### src/rtl/alu_cmd_seq_if.sv
// Command, ALU and result signal bundle for alu_cmd_seq.
// master = the sequencer side, slave = the command source / ALU / result sink side.
interface alu_cmd_seq_if #(
  parameter int W = 8
) ();
  logic         cmd_valid;
  logic         cmd_ready;
  logic [2:0]   cmd_op;
  logic         cmd_acc;
  logic [W-1:0] cmd_a;
  logic [W-1:0] cmd_b;
  logic [2:0]   alu_in_sel;
  logic [W-1:0] alu_num1;
  logic [W-1:0] alu_num2;
  logic [6:0]   alu_out_sel;
  logic [W-1:0] alu_result;
  logic         res_valid;
  logic [W-1:0] res_data;
  logic         res_ready;
  logic         err_illegal;
  logic [15:0]  perf_count;

  modport master (
    input  cmd_valid, cmd_op, cmd_acc, cmd_a, cmd_b, alu_result, res_ready,
    output cmd_ready, alu_in_sel, alu_num1, alu_num2, alu_out_sel,
           res_valid, res_data, err_illegal, perf_count
  );

  modport slave (
    output cmd_valid, cmd_op, cmd_acc, cmd_a, cmd_b, alu_result, res_ready,
    input  cmd_ready, alu_in_sel, alu_num1, alu_num2, alu_out_sel,
           res_valid, res_data, err_illegal, perf_count
  );
endinterface

### src/rtl/alu_cmd_seq.sv
// Command FIFO plus IDLE/ISSUE/WAIT/HOLD sequencer driving an external ALU.
// Optional feature: define ALU_SEQ_PERF_EN for a saturating completed-operation counter.
module alu_cmd_seq #(
  parameter int W       = 8,
  parameter int DEPTH   = 4,
  parameter int ALU_LAT = 1
) (
  input  logic         clk,
  input  logic         rst,
  alu_cmd_seq_if.master bus
);
  localparam int AW = (DEPTH > 1) ? $clog2(DEPTH) : 1;
  localparam int CW = AW + 1;
  localparam int LW = (ALU_LAT > 1) ? $clog2(ALU_LAT) : 1;
  localparam logic [CW-1:0] FULL_COUNT  = CW'(DEPTH);
  localparam logic [2:0]    OP_ILLEGAL  = 3'd7;
  localparam logic [2:0]    SEL_PERSIST = 3'b100;
  localparam logic [2:0]    SEL_LOAD    = 3'b010;
  localparam logic [2:0]    SEL_RESET   = 3'b001;

  typedef struct packed {
    logic [2:0]   op;
    logic         acc;
    logic [W-1:0] a;
    logic [W-1:0] b;
  } cmdT;

  typedef enum logic [1:0] {
    ST_IDLE  = 2'd0,
    ST_ISSUE = 2'd1,
    ST_WAIT  = 2'd2,
    ST_HOLD  = 2'd3
  } stateT;

  function automatic logic [6:0] opOneHot(input logic [2:0] op);
    logic [6:0] sel;
    case (op)
      3'd0:    sel = 7'b1000000;
      3'd1:    sel = 7'b0100000;
      3'd2:    sel = 7'b0010000;
      3'd3:    sel = 7'b0001000;
      3'd4:    sel = 7'b0000100;
      3'd5:    sel = 7'b0000010;
      3'd6:    sel = 7'b0000001;
      default: sel = 7'b0000000;
    endcase
    return sel;
  endfunction

  cmdT           fifoMemR [DEPTH];
  logic [AW-1:0] wrPtrR;
  logic [AW-1:0] rdPtrR;
  logic [CW-1:0] countR;
  logic [CW-1:0] countNextS;
  logic          cmdReadyR;
  cmdT           headS;
  logic          pushS;
  logic          popS;

  stateT         stateR;
  stateT         stateNextS;
  logic [LW-1:0] latCntR;
  logic          issueS;
  logic          captureS;
  logic          releaseS;
  logic          illegalS;

  logic [2:0]    inSelR;
  logic [2:0]    inSelNextS;
  logic [W-1:0]  num1R;
  logic [W-1:0]  num2R;
  logic [6:0]    outSelR;
  logic          resValidR;
  logic [W-1:0]  resDataR;
  logic          errR;

  assign headS = fifoMemR[rdPtrR];
  assign pushS = bus.cmd_valid & cmdReadyR;

  // FIFO storage; entries are only read while occupancy says they are valid, so no reset
  always_ff @(posedge clk) begin
    if (pushS) begin
      fifoMemR[wrPtrR] <= {bus.cmd_op, bus.cmd_acc, bus.cmd_a, bus.cmd_b};
    end
  end

  // Next occupancy: a push and a pop in the same cycle cancel out
  always_comb begin
    countNextS = countR;
    case ({pushS, popS})
      2'b10:   countNextS = countR + CW'(1);
      2'b01:   countNextS = countR - CW'(1);
      default: countNextS = countR;
    endcase
  end

  // FIFO pointers, occupancy and registered ready (held low while in reset)
  always_ff @(posedge clk or negedge rst) begin
    if (!rst) begin
      wrPtrR    <= '0;
      rdPtrR    <= '0;
      countR    <= '0;
      cmdReadyR <= 1'b0;
    end else begin
      if (pushS) begin
        wrPtrR <= wrPtrR + AW'(1);
      end
      if (popS) begin
        rdPtrR <= rdPtrR + AW'(1);
      end
      countR    <= countNextS;
      cmdReadyR <= (countNextS != FULL_COUNT);
    end
  end

  // Sequencer next-state and control strobes
  always_comb begin
    stateNextS = stateR;
    popS       = 1'b0;
    issueS     = 1'b0;
    captureS   = 1'b0;
    releaseS   = 1'b0;
    illegalS   = 1'b0;
    case (stateR)
      ST_IDLE: begin
        if (countR != CW'(0)) begin
          popS = 1'b1;
          if (headS.op == OP_ILLEGAL) begin
            illegalS   = 1'b1;
            stateNextS = ST_IDLE;
          end else begin
            issueS     = 1'b1;
            stateNextS = ST_ISSUE;
          end
        end else begin
          stateNextS = ST_IDLE;
        end
      end
      ST_ISSUE: stateNextS = ST_WAIT;
      ST_WAIT: begin
        if (latCntR == LW'(0)) begin
          captureS   = 1'b1;
          stateNextS = ST_HOLD;
        end else begin
          stateNextS = ST_WAIT;
        end
      end
      ST_HOLD: begin
        if (bus.res_ready) begin
          releaseS   = 1'b1;
          stateNextS = ST_IDLE;
        end else begin
          stateNextS = ST_HOLD;
        end
      end
      default: stateNextS = ST_IDLE;
    endcase
  end

  // ALU input select: chosen at issue, held through the ALU latency, persist otherwise
  always_comb begin
    inSelNextS = SEL_PERSIST;
    if (issueS) begin
      if (headS.acc) begin
        inSelNextS = SEL_PERSIST;
      end else begin
        inSelNextS = SEL_LOAD;
      end
    end else if ((stateR == ST_ISSUE) || ((stateR == ST_WAIT) && !captureS)) begin
      inSelNextS = inSelR;
    end else begin
      inSelNextS = SEL_PERSIST;
    end
  end

  // State register and ALU latency timer
  always_ff @(posedge clk or negedge rst) begin
    if (!rst) begin
      stateR  <= ST_IDLE;
      latCntR <= '0;
    end else begin
      stateR <= stateNextS;
      if (stateR == ST_ISSUE) begin
        latCntR <= LW'(ALU_LAT - 1);
      end else if ((stateR == ST_WAIT) && (latCntR != LW'(0))) begin
        latCntR <= latCntR - LW'(1);
      end
    end
  end

  // ALU operand/select registers; operands keep their last values between commands
  always_ff @(posedge clk or negedge rst) begin
    if (!rst) begin
      inSelR  <= SEL_RESET;
      num1R   <= '0;
      num2R   <= '0;
      outSelR <= 7'b0000000;
    end else begin
      inSelR <= inSelNextS;
      if (issueS) begin
        num1R   <= headS.a;
        num2R   <= headS.b;
        outSelR <= opOneHot(headS.op);
      end
    end
  end

  // Result holding register and sticky illegal-opcode flag
  always_ff @(posedge clk or negedge rst) begin
    if (!rst) begin
      resValidR <= 1'b0;
      resDataR  <= '0;
      errR      <= 1'b0;
    end else begin
      if (captureS) begin
        resValidR <= 1'b1;
        resDataR  <= bus.alu_result;
      end else if (releaseS) begin
        resValidR <= 1'b0;
      end
      if (illegalS) begin
        errR <= 1'b1;
      end
    end
  end

`ifdef ALU_SEQ_PERF_EN
  logic [15:0] perfCntR;

  // Completed-operation counter, saturating rather than wrapping
  always_ff @(posedge clk or negedge rst) begin
    if (!rst) begin
      perfCntR <= 16'd0;
    end else if (resValidR && bus.res_ready && (perfCntR != 16'hFFFF)) begin
      perfCntR <= perfCntR + 16'd1;
    end
  end

  assign bus.perf_count = perfCntR;
`else
  assign bus.perf_count = 16'd0;
`endif

  assign bus.cmd_ready   = cmdReadyR;
  assign bus.alu_in_sel  = inSelR;
  assign bus.alu_num1    = num1R;
  assign bus.alu_num2    = num2R;
  assign bus.alu_out_sel = outSelR;
  assign bus.res_valid   = resValidR;
  assign bus.res_data    = resDataR;
  assign bus.err_illegal = errR;
endmodule

### src/flat_wrapper.sv
// flat-port wrapper written by rule: the top's interface ports become plain ports
module alu_cmd_seq_flat 
#(
  parameter int W       = 8,
  parameter int DEPTH   = 4,
  parameter int ALU_LAT = 1
)
  (clk, rst, bus_cmd_valid, bus_cmd_op, bus_cmd_acc, bus_cmd_a, bus_cmd_b, bus_alu_result, bus_res_ready, bus_cmd_ready, bus_alu_in_sel, bus_alu_num1, bus_alu_num2, bus_alu_out_sel, bus_res_valid, bus_res_data, bus_err_illegal, bus_perf_count);
  alu_cmd_seq_if #(.W(W)) bus_i ();
  input  logic clk;
  input  logic rst;
  input wire logic [$bits(bus_i.cmd_valid)-1:0] bus_cmd_valid;
  input wire logic [$bits(bus_i.cmd_op)-1:0] bus_cmd_op;
  input wire logic [$bits(bus_i.cmd_acc)-1:0] bus_cmd_acc;
  input wire logic [$bits(bus_i.cmd_a)-1:0] bus_cmd_a;
  input wire logic [$bits(bus_i.cmd_b)-1:0] bus_cmd_b;
  input wire logic [$bits(bus_i.alu_result)-1:0] bus_alu_result;
  input wire logic [$bits(bus_i.res_ready)-1:0] bus_res_ready;
  output wire logic [$bits(bus_i.cmd_ready)-1:0] bus_cmd_ready;
  output wire logic [$bits(bus_i.alu_in_sel)-1:0] bus_alu_in_sel;
  output wire logic [$bits(bus_i.alu_num1)-1:0] bus_alu_num1;
  output wire logic [$bits(bus_i.alu_num2)-1:0] bus_alu_num2;
  output wire logic [$bits(bus_i.alu_out_sel)-1:0] bus_alu_out_sel;
  output wire logic [$bits(bus_i.res_valid)-1:0] bus_res_valid;
  output wire logic [$bits(bus_i.res_data)-1:0] bus_res_data;
  output wire logic [$bits(bus_i.err_illegal)-1:0] bus_err_illegal;
  output wire logic [$bits(bus_i.perf_count)-1:0] bus_perf_count;
  assign bus_i.cmd_valid = bus_cmd_valid;
  assign bus_i.cmd_op = bus_cmd_op;
  assign bus_i.cmd_acc = bus_cmd_acc;
  assign bus_i.cmd_a = bus_cmd_a;
  assign bus_i.cmd_b = bus_cmd_b;
  assign bus_i.alu_result = bus_alu_result;
  assign bus_i.res_ready = bus_res_ready;
  assign bus_cmd_ready = bus_i.cmd_ready;
  assign bus_alu_in_sel = bus_i.alu_in_sel;
  assign bus_alu_num1 = bus_i.alu_num1;
  assign bus_alu_num2 = bus_i.alu_num2;
  assign bus_alu_out_sel = bus_i.alu_out_sel;
  assign bus_res_valid = bus_i.res_valid;
  assign bus_res_data = bus_i.res_data;
  assign bus_err_illegal = bus_i.err_illegal;
  assign bus_perf_count = bus_i.perf_count;
  alu_cmd_seq #(.W(W), .DEPTH(DEPTH), .ALU_LAT(ALU_LAT)) u_core (.clk(clk), .rst(rst), .bus(bus_i));
endmodule
### config.mk
export PLATFORM = sky130hd
export DESIGN_NAME = alu_cmd_seq_flat
export DESIGN_NICKNAME = d
export VERILOG_FILES = /design/src/rtl/alu_cmd_seq_if.sv /design/src/rtl/alu_cmd_seq.sv /design/src/flat_wrapper.sv
export SDC_FILE = /design/constraint.sdc
export NUM_CORES = 1
export LEC_CHECK = 0
export ABC_AREA = 1
export ABC_CLOCK_PERIOD_IN_PS = 5900
export CELL_PAD_IN_SITES_DETAIL_PLACEMENT = 0
export CELL_PAD_IN_SITES_GLOBAL_PLACEMENT = 1
export CORE_UTILIZATION = 46
export CTS_CLUSTER_DIAMETER = 40
export DETAILED_ROUTE_END_ITERATION = 16
export GPL_TIMING_DRIVEN = 0
export PLACE_DENSITY_LB_ADDON = 0.12
export REMOVE_ABC_BUFFERS = 1
export SYNTH_ARGS = -nofsm -noshare
export SYNTH_HDL_FRONTEND = slang
export SYNTH_SLANG_ARGS = --single-unit
### constraint.sdc
create_clock -name clk -period 5.9 [get_ports clk]
set_input_delay 1.475 -clock clk [delete_from_list [all_inputs] [get_ports clk]]
set_output_delay 1.475 -clock clk [all_outputs]
set_load 0.01 [all_outputs]
==> flow_summary.ini, run 1 <==
[finish]
multiInputGateArea_um2 = 1360
diodes = 0
finalNetCount = 543
final_cell_mix = 80 x edfxtp_1, 71 x nand2_1, 67 x clkdlybuf4s50_1
final_common_cell = edfxtp_1
drive_gt1_share_pct = 15.4
fillers = 901
regArea_um2 = 3580
syn2layout_area_growth_pct = 26.5

[sta]
setup_ws_ns = 2.83
maxSlewViolCount = 0
fmax_ghz = 0.326
relSlewSlack_pct = 45.7
setup_viol = 0
hold_viol = 0
period_needed_ns = 3.07
layout_worst_path_cycle_share_pct = 52.0
finClkSkew_ns = 0.00924
worstMarginPinSlew_ns = 0.815
hold-worst-slack_ns = 0.441
fin_setup_tns_ns = 0
grt_setup_unrepaired = false

[worst_setup_path]
worstPathRequired_ns = 6.17
crit_path_start_kind = input pin
crit_fanout = 8
arrival_ns = 3.34
crit_type = input pin to flip-flop
critPathCaptureType = flip-flop

[pwr]
pwr_density_cell_nw_per_um2 = 548
ir_drop_uv = 259
switching_share_pct = 32.9
p_int_mw = 2.44
p_switching_mw = 1.20
p_leak_nw = 2.67
power_frac_seq_pct = 37.9
p_comb_share_pct = 32.4
power.share.clock_pct = 29.7
totalPowerFinal_mw = 3.64

[logic_synthesis]
ys_ff_latch = 127
yosys.area.top_type_share_pct = 45.8
yosysTopAreaCell = edfxtp_1
synth_cell_types = 33
synth.top_cells.by_area = edfxtp_1 46%, dfrtp_1 22%, nand2_1 5.1%, o21ai_0 3.8%, nor2_1 3.5%
async_flop_share_pct = 37.0
synth_area_um2 = 5250
synth-edff-count = 80
ys.flop_type = edfxtp_1
syn_avg_cell_area_um2 = 12.1
seq_area_frac_synth_pct = 68.2
yosys_warnings = 0
netlist_instances = 432

[clock_tree]
cts_resized = 0
clk-insertion-delay-late_ns = 0.40
cts_buffers = 17
cts_max_path_buffers = 2
htreeDepth = 4
cts.reportedPaths.clkPinSlew_ns = 0.05
cts_hold_repair.buffers = 0
clock-sinks = 127
cts_root_buffer = clkbuf_16
cts_tree = built
post_cts_buffers = 0

[detailed_routing]
ant_nets = 0
initialDrtViolationCount = 136
num_vias = 3250
via_per_inst = 4.94
wl_per_cell_um = 15.1
drc = 0
drt-total-wl_mm = 9.91
firstDrtPassIters = 4

[worst_hold_path]
hold_class = flip-flop to flip-flop

[grt]
antenna_found_initial = 0
track_usage_pct = 18.8
grt_start_max_net_pins = 45
grt_pass1_wl_mm = 16.4
grt_overflow = 0
grt_pass1_vias = 3321

[floorplan]
start_util_pct = 47.8
die_h_um = 109
dieWidth_um = 109
ios = 85
core_um2 = 11000
rows = 38
dieArea_um2 = 11800

[placed_design]
pre_cts_ws_ns = 2.42
portBuffers = 68
hpwl_mm = 6.15
gp_congestion = 0.719

[run]
maxCapViolations = 0

[run_status]
outcome = completed
[flip-flops by register name (all words and copies together) (netlist names), 3 cells and up]
| name | count |
|---|---|
| u_core.bus.alu_in_sel | 3 |
| u_core.bus.alu_num1 | 8 |
| u_core.bus.alu_num2 | 8 |
| u_core.bus.alu_out_sel | 7 |
| u_core.bus.res_data | 8 |
| u_core.countR | 3 |
| u_core.fifoMemR | 80 |
[layout make-up]
cell class	instances	share of cell area, %
inverters	31	1.87
flip-flops and latches	127	53.9
well taps	140	2.64
multi-input cells	255	20.4
clock inverters	7	1.43
repair buffers	73	11.6
clock buffers	25	8.12
[power groups by stage]
stage	combinational, mW	sequential (mW)	clock, mW
floorplan	0.656	1.41	0
global placement	1.14	1.39	0
detailed placement	1.19	1.40	0
CTS	1.20	1.38	1.10
global route	1.33	1.42	1.14
finish	1.18	1.38	1.08
[logic make-up (layout without fill, tap and decap cells)]
logic type / Yosys count / count (layout) / synth area share [%]
simple gates: 161 / 161 / 14.4
flops: 127 / 127 / 68.2
buf+inv: 65 / 136 / 7.18
compound gates: 59 / 59 / 6.06
mux: 8 / 8 / 1.72
fa+ha+maj: 6 / 6 / 1.57
xor+xnor: 5 / 5 / 0.835
other cells: 1 / 16 / 0.0715
[worst max-delay path, stage by stage]
cell	delay, ns
clkdlybuf4s50_1	0.40
nand2_1	0.28
ha_1	0.21
inv_1	0.06
fa_1	0.37
a21oi_1	0.14
o21ai_0	0.12
xnor2_1	0.20
nand2_1	0.08
[layer usage]
layer  share of wire, %  wire (um)  vias up  track usage, %
met5                  0          0        -               0
met4                1.0        102        0            5.98
met3                4.4        437        9            5.56
met2                 50       5000       93            31.5
met1                 44       4370     1585            23.6
li1                   -          -     1563               -
[path summary, 6_finish.rpt]
| kind | start | end | slack, ns | cells after the start |
|---|---|---|---|---|
| max | bus_cmd_valid | u_core.bus.cmd_ready$_DFF_PN0_ | 2.83 | 9 |
| min | u_core.bus.alu_in_sel[0]$_DFFE_PN1P_ | u_core.bus.alu_in_sel[0]$_DFFE_PN1P_ | 0.44 | 2 |
| max reg2reg | u_core.rdPtrR[1]$_DFFE_PN0P_ | u_core.stateR[0]$_DFF_PN0_ | 3.32 | 7 |
| min reg2reg | u_core.bus.alu_in_sel[0]$_DFFE_PN1P_ | u_core.bus.alu_in_sel[0]$_DFFE_PN1P_ | 0.44 | 2 |
| max in group asynchronous | rst | u_core.bus.alu_in_sel[0]$_DFFE_PN1P_ | 4.34 | 2 |
| min in group asynchronous | rst | u_core.bus.alu_out_sel[5]$_DFFE_PN0P_ | 0.98 | 1 |
[synthesized netlist by cell type (all sizes together) (2+ instances only)]
library cell	number
nor2	50
buf	29
nand4	4
or2	3
o21ai	40
nand2	95
clkbuf	5
nand3	8
ha	5
a21oi	2
inv	30
edfxtp	80
o22ai	16
xnor2	2
xor2	3
dfrtp	46
mux2	8
[metrics by stage]
step	cell area, um2	utilization [%]	instances
after global placement	5910	53.8	621
final	6640	60.5	658
after global routing	6640	60.5	658
after CTS	6640	60.4	658
after detailed placement	6000	54.7	626
after floorplan	5050	-	413
Note: power is estimated with default switching activity, not from simulation.
==> run 2, diff against run 1 <==
--- a/config.mk
+++ b/config.mk
@@ -6,10 +6,10 @@
 export NUM_CORES = 1
 export LEC_CHECK = 0
 export ABC_AREA = 1
-export ABC_CLOCK_PERIOD_IN_PS = 5900
+export ABC_CLOCK_PERIOD_IN_PS = 3000
 export CELL_PAD_IN_SITES_DETAIL_PLACEMENT = 0
 export CELL_PAD_IN_SITES_GLOBAL_PLACEMENT = 1
-export CORE_UTILIZATION = 46
+export CORE_UTILIZATION = 43
 export CTS_CLUSTER_DIAMETER = 40
 export DETAILED_ROUTE_END_ITERATION = 16
 export GPL_TIMING_DRIVEN = 0
==> constraint.sdc (replaced) <==
create_clock -name clk -period 3 [get_ports clk]
set_input_delay 0.75 -clock clk [delete_from_list [all_inputs] [get_ports clk]]
set_output_delay 0.75 -clock clk [all_outputs]
set_load 0.01 [all_outputs]
==> run 2 against run 1 <==
Sequential share of layout area shrank 0.49 points. Largest power group unchanged. Critical endpoint is now u_core.bus.alu_num1[0]$_DFFE_PN0P_. First-iteration DRC count up 40%. Design area increased by 0.92%. Setup slack worse by 2.4 ns. Non-clock buffer count unchanged. Clock skew rose by 0.0046 ns. Sequential power up 96%. Die area is 6.9% higher. Hold slack worse by 0.17 ns. Count of clock-buffer cells in the layout down 7. Critical path depth stayed put. Routed wire length down 2.1%.
==> flow_summary.ini, run 2 (synthesis gave the netlist of run 1 again) <==
[run_status]
outcome = completed

[worst_setup_path]
crit_fanout = 21
r2r_slack_ns = 0.42
crit_type = flip-flop to flip-flop
crit_path_end = u_core.bus.alu_num1[0]$_DFFE_PN0P_
startpoint = u_core.rdPtrR[1]$_DFFE_PN0P_
reg2reg_to = u_core.bus.alu_num1[0]$_DFFE_PN0P_
crit_path_start_kind = flip-flop
reg2reg_depth = 9
worstPathRequired_ns = 3.29
arrival_ns = 2.87
r2r_start = u_core.rdPtrR[1]$_DFFE_PN0P_
critPathCaptureType = flip-flop

[clock_tree]
clock-sinks = 127
cts_hold_repair.buffers = 0
cts_max_path_buffers = 2
htreeDepth = 4
cts_root_buffer = clkbuf_16
cts.reportedPaths.clkPinSlew_ns = 0.06
cts_tree = built
cts_buffers = 17
post_cts_buffers = 0
cts_resized = 0
clk-insertion-delay-late_ns = 0.40

[finish]
final_cell_mix = 80 x edfxtp_1, 71 x nand2_1, 67 x clkdlybuf4s50_1
finalNetCount = 543
drive_gt1_share_pct = 16.0
diodes = 0
final_common_cell = edfxtp_1
syn2layout_area_growth_pct = 27.7
fillers = 966
post-route-util_pct = 57.5
largest_reg_flops = 80
regMostFlops = u_core.fifoMemR

[sta]
maxSlewViolCount = 0
grt_setup_unrepaired = false
worstMarginPinSlew_ns = 0.794
hold-worst-slack_ns = 0.267
finClkSkew_ns = 0.0139
fin_setup_tns_ns = 0
setup_viol = 0
hold_viol = 0
layout_worst_path_cycle_share_pct = 85.9
period_needed_ns = 2.58
fmax_ghz = 0.388
relSlewSlack_pct = 47.1

[floorplan]
die_h_um = 112
dieArea_um2 = 12600
rows = 39
core_um2 = 11700
start_util_pct = 45.0
dieWidth_um = 112
ios = 85

[detailed_routing]
via_per_inst = 4.88
drt-total-wl_mm = 9.70
wl_per_cell_um = 14.7
ant_nets = 0
initialDrtViolationCount = 191
num_vias = 3227
drc = 0
firstDrtPassIters = 5

[placed_design]
portBuffers = 68
gp_congestion = 0.705
hpwl_mm = 6.15

[grt]
grt_overflow = 0
grt_start_max_net_pins = 45
grt_pass1_wl_mm = 16.2
track_usage_pct = 17.2
antenna_found_initial = 0
grt_pass1_vias = 3240

[pwr]
ir_drop_uv = 512
pwr_density_cell_nw_per_um2 = 1080
p_leak_nw = 2.69
totalPowerFinal_mw = 7.27

[run]
maxCapViolations = 0

[worst_hold_path]
hold_class = input pin to async pin
run 2: cell count changes in the layout (fill, tap and decap cells not counted), sizes merged:
cell / previous run / this run
bufinv: 2 / 5
clkbuf: 25 / 18
clkinv: 3 / 6
clkinvlp: 3 / 4
run 2: cell type report:
type | instances | area [um2] | area share (%)
clock buffers | 18 | 439 | 6.55
clock inverters | 14 | 215 | 3.21
inverters | 31 | 124 | 1.85
multi-input cells | 255 | 1360 | 20.3
flip-flops and latches | 127 | 3580 | 53.4
well taps | 143 | 179 | 2.67
repair buffers | 73 | 806 | 12.0
run 2: power by group:
group / total (mW) / switching, mW / internal, mW
clock: 2.22 / 0.725 / 1.49
sequential: 2.71 / 0.322 / 2.38
combinational: 2.34 / 1.31 / 1.03
total: 7.27 / 2.36 / 4.91
run 2: metal layers:
| metal | routed length (um) | GRT usage, % |
|---|---|---|
| met1 | 4250 | 20.2 |
| met2 | 4930 | 29.1 |
| met3 | 432 | 5.78 |
| met4 | 85 | 6.67 |
| met5 | 0 | 0 |
run 2: metrics by stage:
step | instances | area, um2 | setup WS, ns
6_report | 661 | 6700 | 0.424
5_1_grt | 661 | 6700 | 0.163
4_1_cts | 661 | 6700 | 0.0784
3_5_place_dp | 629 | 6050 | 0.0941
3_3_place_gp | 624 | 5910 | -0.494
2_1_floorplan | 413 | 5050 | 0.813
run 2: worst max-delay path: stages, from the launching register on:
cell and delay (ns):
dfrtp_1 0.86, inv_1 0.60, nor2_1 0.27, nand2_2 0.09, nand2_4 0.11, clkinv_4 0.07
nand2_4 0.06, nand2_4 0.18, nand2_1 0.15, nand2_1 0.06
run 2: worst min-delay path by stage:
stage / end / cells past startpoint / slack [ns] / start
6_report: u_core.bus.alu_out_sel[4]$_DFFE_PN0P_ / 1 / 0.27 / rst
5_1_grt: u_core.bus.alu_out_sel[5]$_DFFE_PN0P_ / 1 / 0.27 / rst
4_1_cts: u_core.bus.alu_out_sel[5]$_DFFE_PN0P_ / 1 / 0.26 / rst
3_5_place_dp: u_core.bus.alu_in_sel[0]$_DFFE_PN1P_ / 2 / 0.44 / u_core.bus.alu_in_sel[0]$_DFFE_PN1P_
3_3_place_gp: u_core.bus.alu_in_sel[0]$_DFFE_PN1P_ / 2 / 0.43 / u_core.bus.alu_in_sel[0]$_DFFE_PN1P_
2_1_floorplan: u_core.latCntR$_DFFE_PN0P_ / 2 / 0.44 / u_core.latCntR$_DFFE_PN0P_
==> run 3, diff against run 2 <==
--- a/config.mk
+++ b/config.mk
@@ -12,7 +12,6 @@
 export CORE_UTILIZATION = 43
 export CTS_CLUSTER_DIAMETER = 40
 export DETAILED_ROUTE_END_ITERATION = 16
-export GPL_TIMING_DRIVEN = 0
 export PLACE_DENSITY_LB_ADDON = 0.12
 export REMOVE_ABC_BUFFERS = 1
 export SYNTH_ARGS = -nofsm -noshare
==> run 3 against run 2 <==
Cell count increased by 0.76%. Sequential share of layout area rose by 1.3 points. Global-route usage grew 0.080 points. Hold slack got worse by 0.019 ns. Design area down 2.5%. Sequential cell count unchanged. Core utilization down 1.4 points. Clock skew shrank 0.0058 ns. Sequential power fell by 5%. Die area did not move.
==> flow_summary.ini, run 3 (synthesis gave the netlist of run 1 again) <==
[detailed_routing]
met2WireLength_mm = 4.70
initialDrtViolationCount = 183
wl_met3_um = 485
wl_per_cell_um = 14.7
firstDrtPassIters = 5
top_layer_used = met4
drc = 0
wl_met1_mm = 4.49
ant_nets = 0
via_per_inst = 4.85
num_vias = 3228
drt-total-wl_mm = 9.77

[grt]
antenna_found_initial = 0
grt_pass1_wl_mm = 16.2
track_usage_pct = 17.2
grt_start_max_net_pins = 40
grt_overflow = 0
grt_pass1_vias = 3220

[sta]
finClkSkew_ns = 0.00802
setup_viol = 0
fin_setup_tns_ns = 0
maxSlewViolCount = 0
fmax_ghz = 0.444
grt_setup_unrepaired = false
layout_worst_path_cycle_share_pct = 75.0
hold_viol = 0
period_needed_ns = 2.25

[clock_tree]
cts_buffers = 17
cts_tree = built
clk-insertion-delay-late_ns = 0.41
cts_resized = 0
cts_root_buffer = clkbuf_16
cts.reportedPaths.clkPinSlew_ns = 0.05
post_cts_buffers = 0
htreeDepth = 4
cts_hold_repair.buffers = 0
cts_max_path_buffers = 2
clock-sinks = 127

[worst_setup_path]
critPathCaptureType = flip-flop
slowest_stage = dfrtp_1
r2r_start = u_core.stateR[0]$_DFF_PN0_
crit_chain = nor2_1 > inv_1 > nor2_4 > ha_1 > inv_1 > fa_1 > a21oi_1 > o21ai_0 > xnor2_1 > nand2_1
crit_path_start_kind = flip-flop
arrival_ns = 2.54
slowest_delay_ns = 0.40
cp_common_cell = inv_1
startpoint = u_core.stateR[0]$_DFF_PN0_
crit_type = flip-flop to flip-flop
worstPathRequired_ns = 3.29
crit_fanout = 13

[pwr]
pwr_density_cell_nw_per_um2 = 1060
ir_drop_uv = 507
p_leak_nw = 2.63

[worst_hold_path]
hold_class = input pin to async pin

[finish]
regMostFlops = u_core.fifoMemR
drive_gt1_share_pct = 15.3
largest_reg_flops = 80
finalNetCount = 548
final_common_cell = edfxtp_1
final_cell_mix = 80 x edfxtp_1, 71 x nand2_1, 67 x clkdlybuf4s50_1
diodes = 0
stdcell_area_um2 = 6540
syn2layout_area_growth_pct = 24.6

[placed_design]
gp_congestion = 0.744
portBuffers = 68
dpl_cell_area_um2 = 5990
hpwl_mm = 5.85

[floorplan]
dieWidth_um = 112
dieArea_um2 = 12600
start_util_pct = 45.0
core_um2 = 11700
die_h_um = 112
ios = 85
rows = 39

[run_status]
outcome = completed

[run]
maxCapViolations = 0
## run 3: cell count changes in the layout (fill, tap and decap cells not counted), moves of 2 or more
| cell | change |
|---|---|
| buf_16 | -4 |
| clkbuf_1 | +7 |
| clkinv_2 | +2 |
| clkinv_4 | -3 |
| buf_4 | +10 |
| bufinv_16 | -3 |
| clkinvlp_4 | -2 |
## run 3: routing by layer
metal	up-vias	GRT usage, %
met5	-	0
met4	0	8.09
met3	8	5.08
met2	91	27.6
met1	1548	21.7
li1	1581	-
## run 3: critical path: cells and delay by family (launching register included)
kind / cells / cell delay (ns)
and+or+nand+nor: 3 / 0.54
DFF: 1 / 0.40
AOI/OAI and AO/OA: 2 / 0.25
xor gates and xnor gates: 1 / 0.19
adders and majority gates: 2 / 0.60
buffers and inverters: 2 / 0.15
## run 3: worst paths after layout
kind	to	slack (ns)	cells past startpoint
worst max-delay path	u_core.bus.cmd_ready$_DFF_PN0_	0.75	10
worst min-delay path	u_core.bus.alu_out_sel[5]$_DFFE_PN0P_	0.25	1
worst max register to register	u_core.bus.cmd_ready$_DFF_PN0_	0.75	10
worst min register to register	u_core.bus.alu_in_sel[0]$_DFFE_PN1P_	0.44	2
max in group asynchronous	u_core.bus.alu_in_sel[0]$_DFFE_PN1P_	1.98	2
min in group clk	u_core.bus.alu_in_sel[0]$_DFFE_PN1P_	0.44	2
## run 3: layout make-up
| class | count | area [um2] |
|---|---|---|
| timing repair buffer | 78 | 751 |
| inverter | 31 | 124 |
| tap | 143 | 179 |
| clock inverter | 8 | 93.8 |
| fill | 1013 | 5130 |
| sequential | 127 | 3580 |
| clock buffer | 24 | 452 |
| multi-input combinational | 255 | 1360 |
## run 3: per-stage QoR
step / util (%) / worst slack, ns / std cells / hold WS [ns] / power (mW)
5_1_grt: 56.0 / 0.474 / 666 / 0.270 / 7.40
6_report: 56.0 / 0.750 / 666 / 0.248 / 6.92
3_3_place_gp: 51.4 / 0.550 / 634 / 0.433 / 5.05
2_1_floorplan: - / 0.813 / 413 / 0.436 / 4.06
4_1_cts: 56.0 / 0.732 / 666 / 0.250 / 7.01
3_5_place_dp: 51.4 / 0.530 / 634 / 0.439 / 5.09
## run 3: power by group
part / total [mW] / switching [mW] / internal (mW)
clock: 1.89 / 0.680 / 1.21
combinational: 2.45 / 1.44 / 1.01
sequential: 2.57 / 0.186 / 2.39
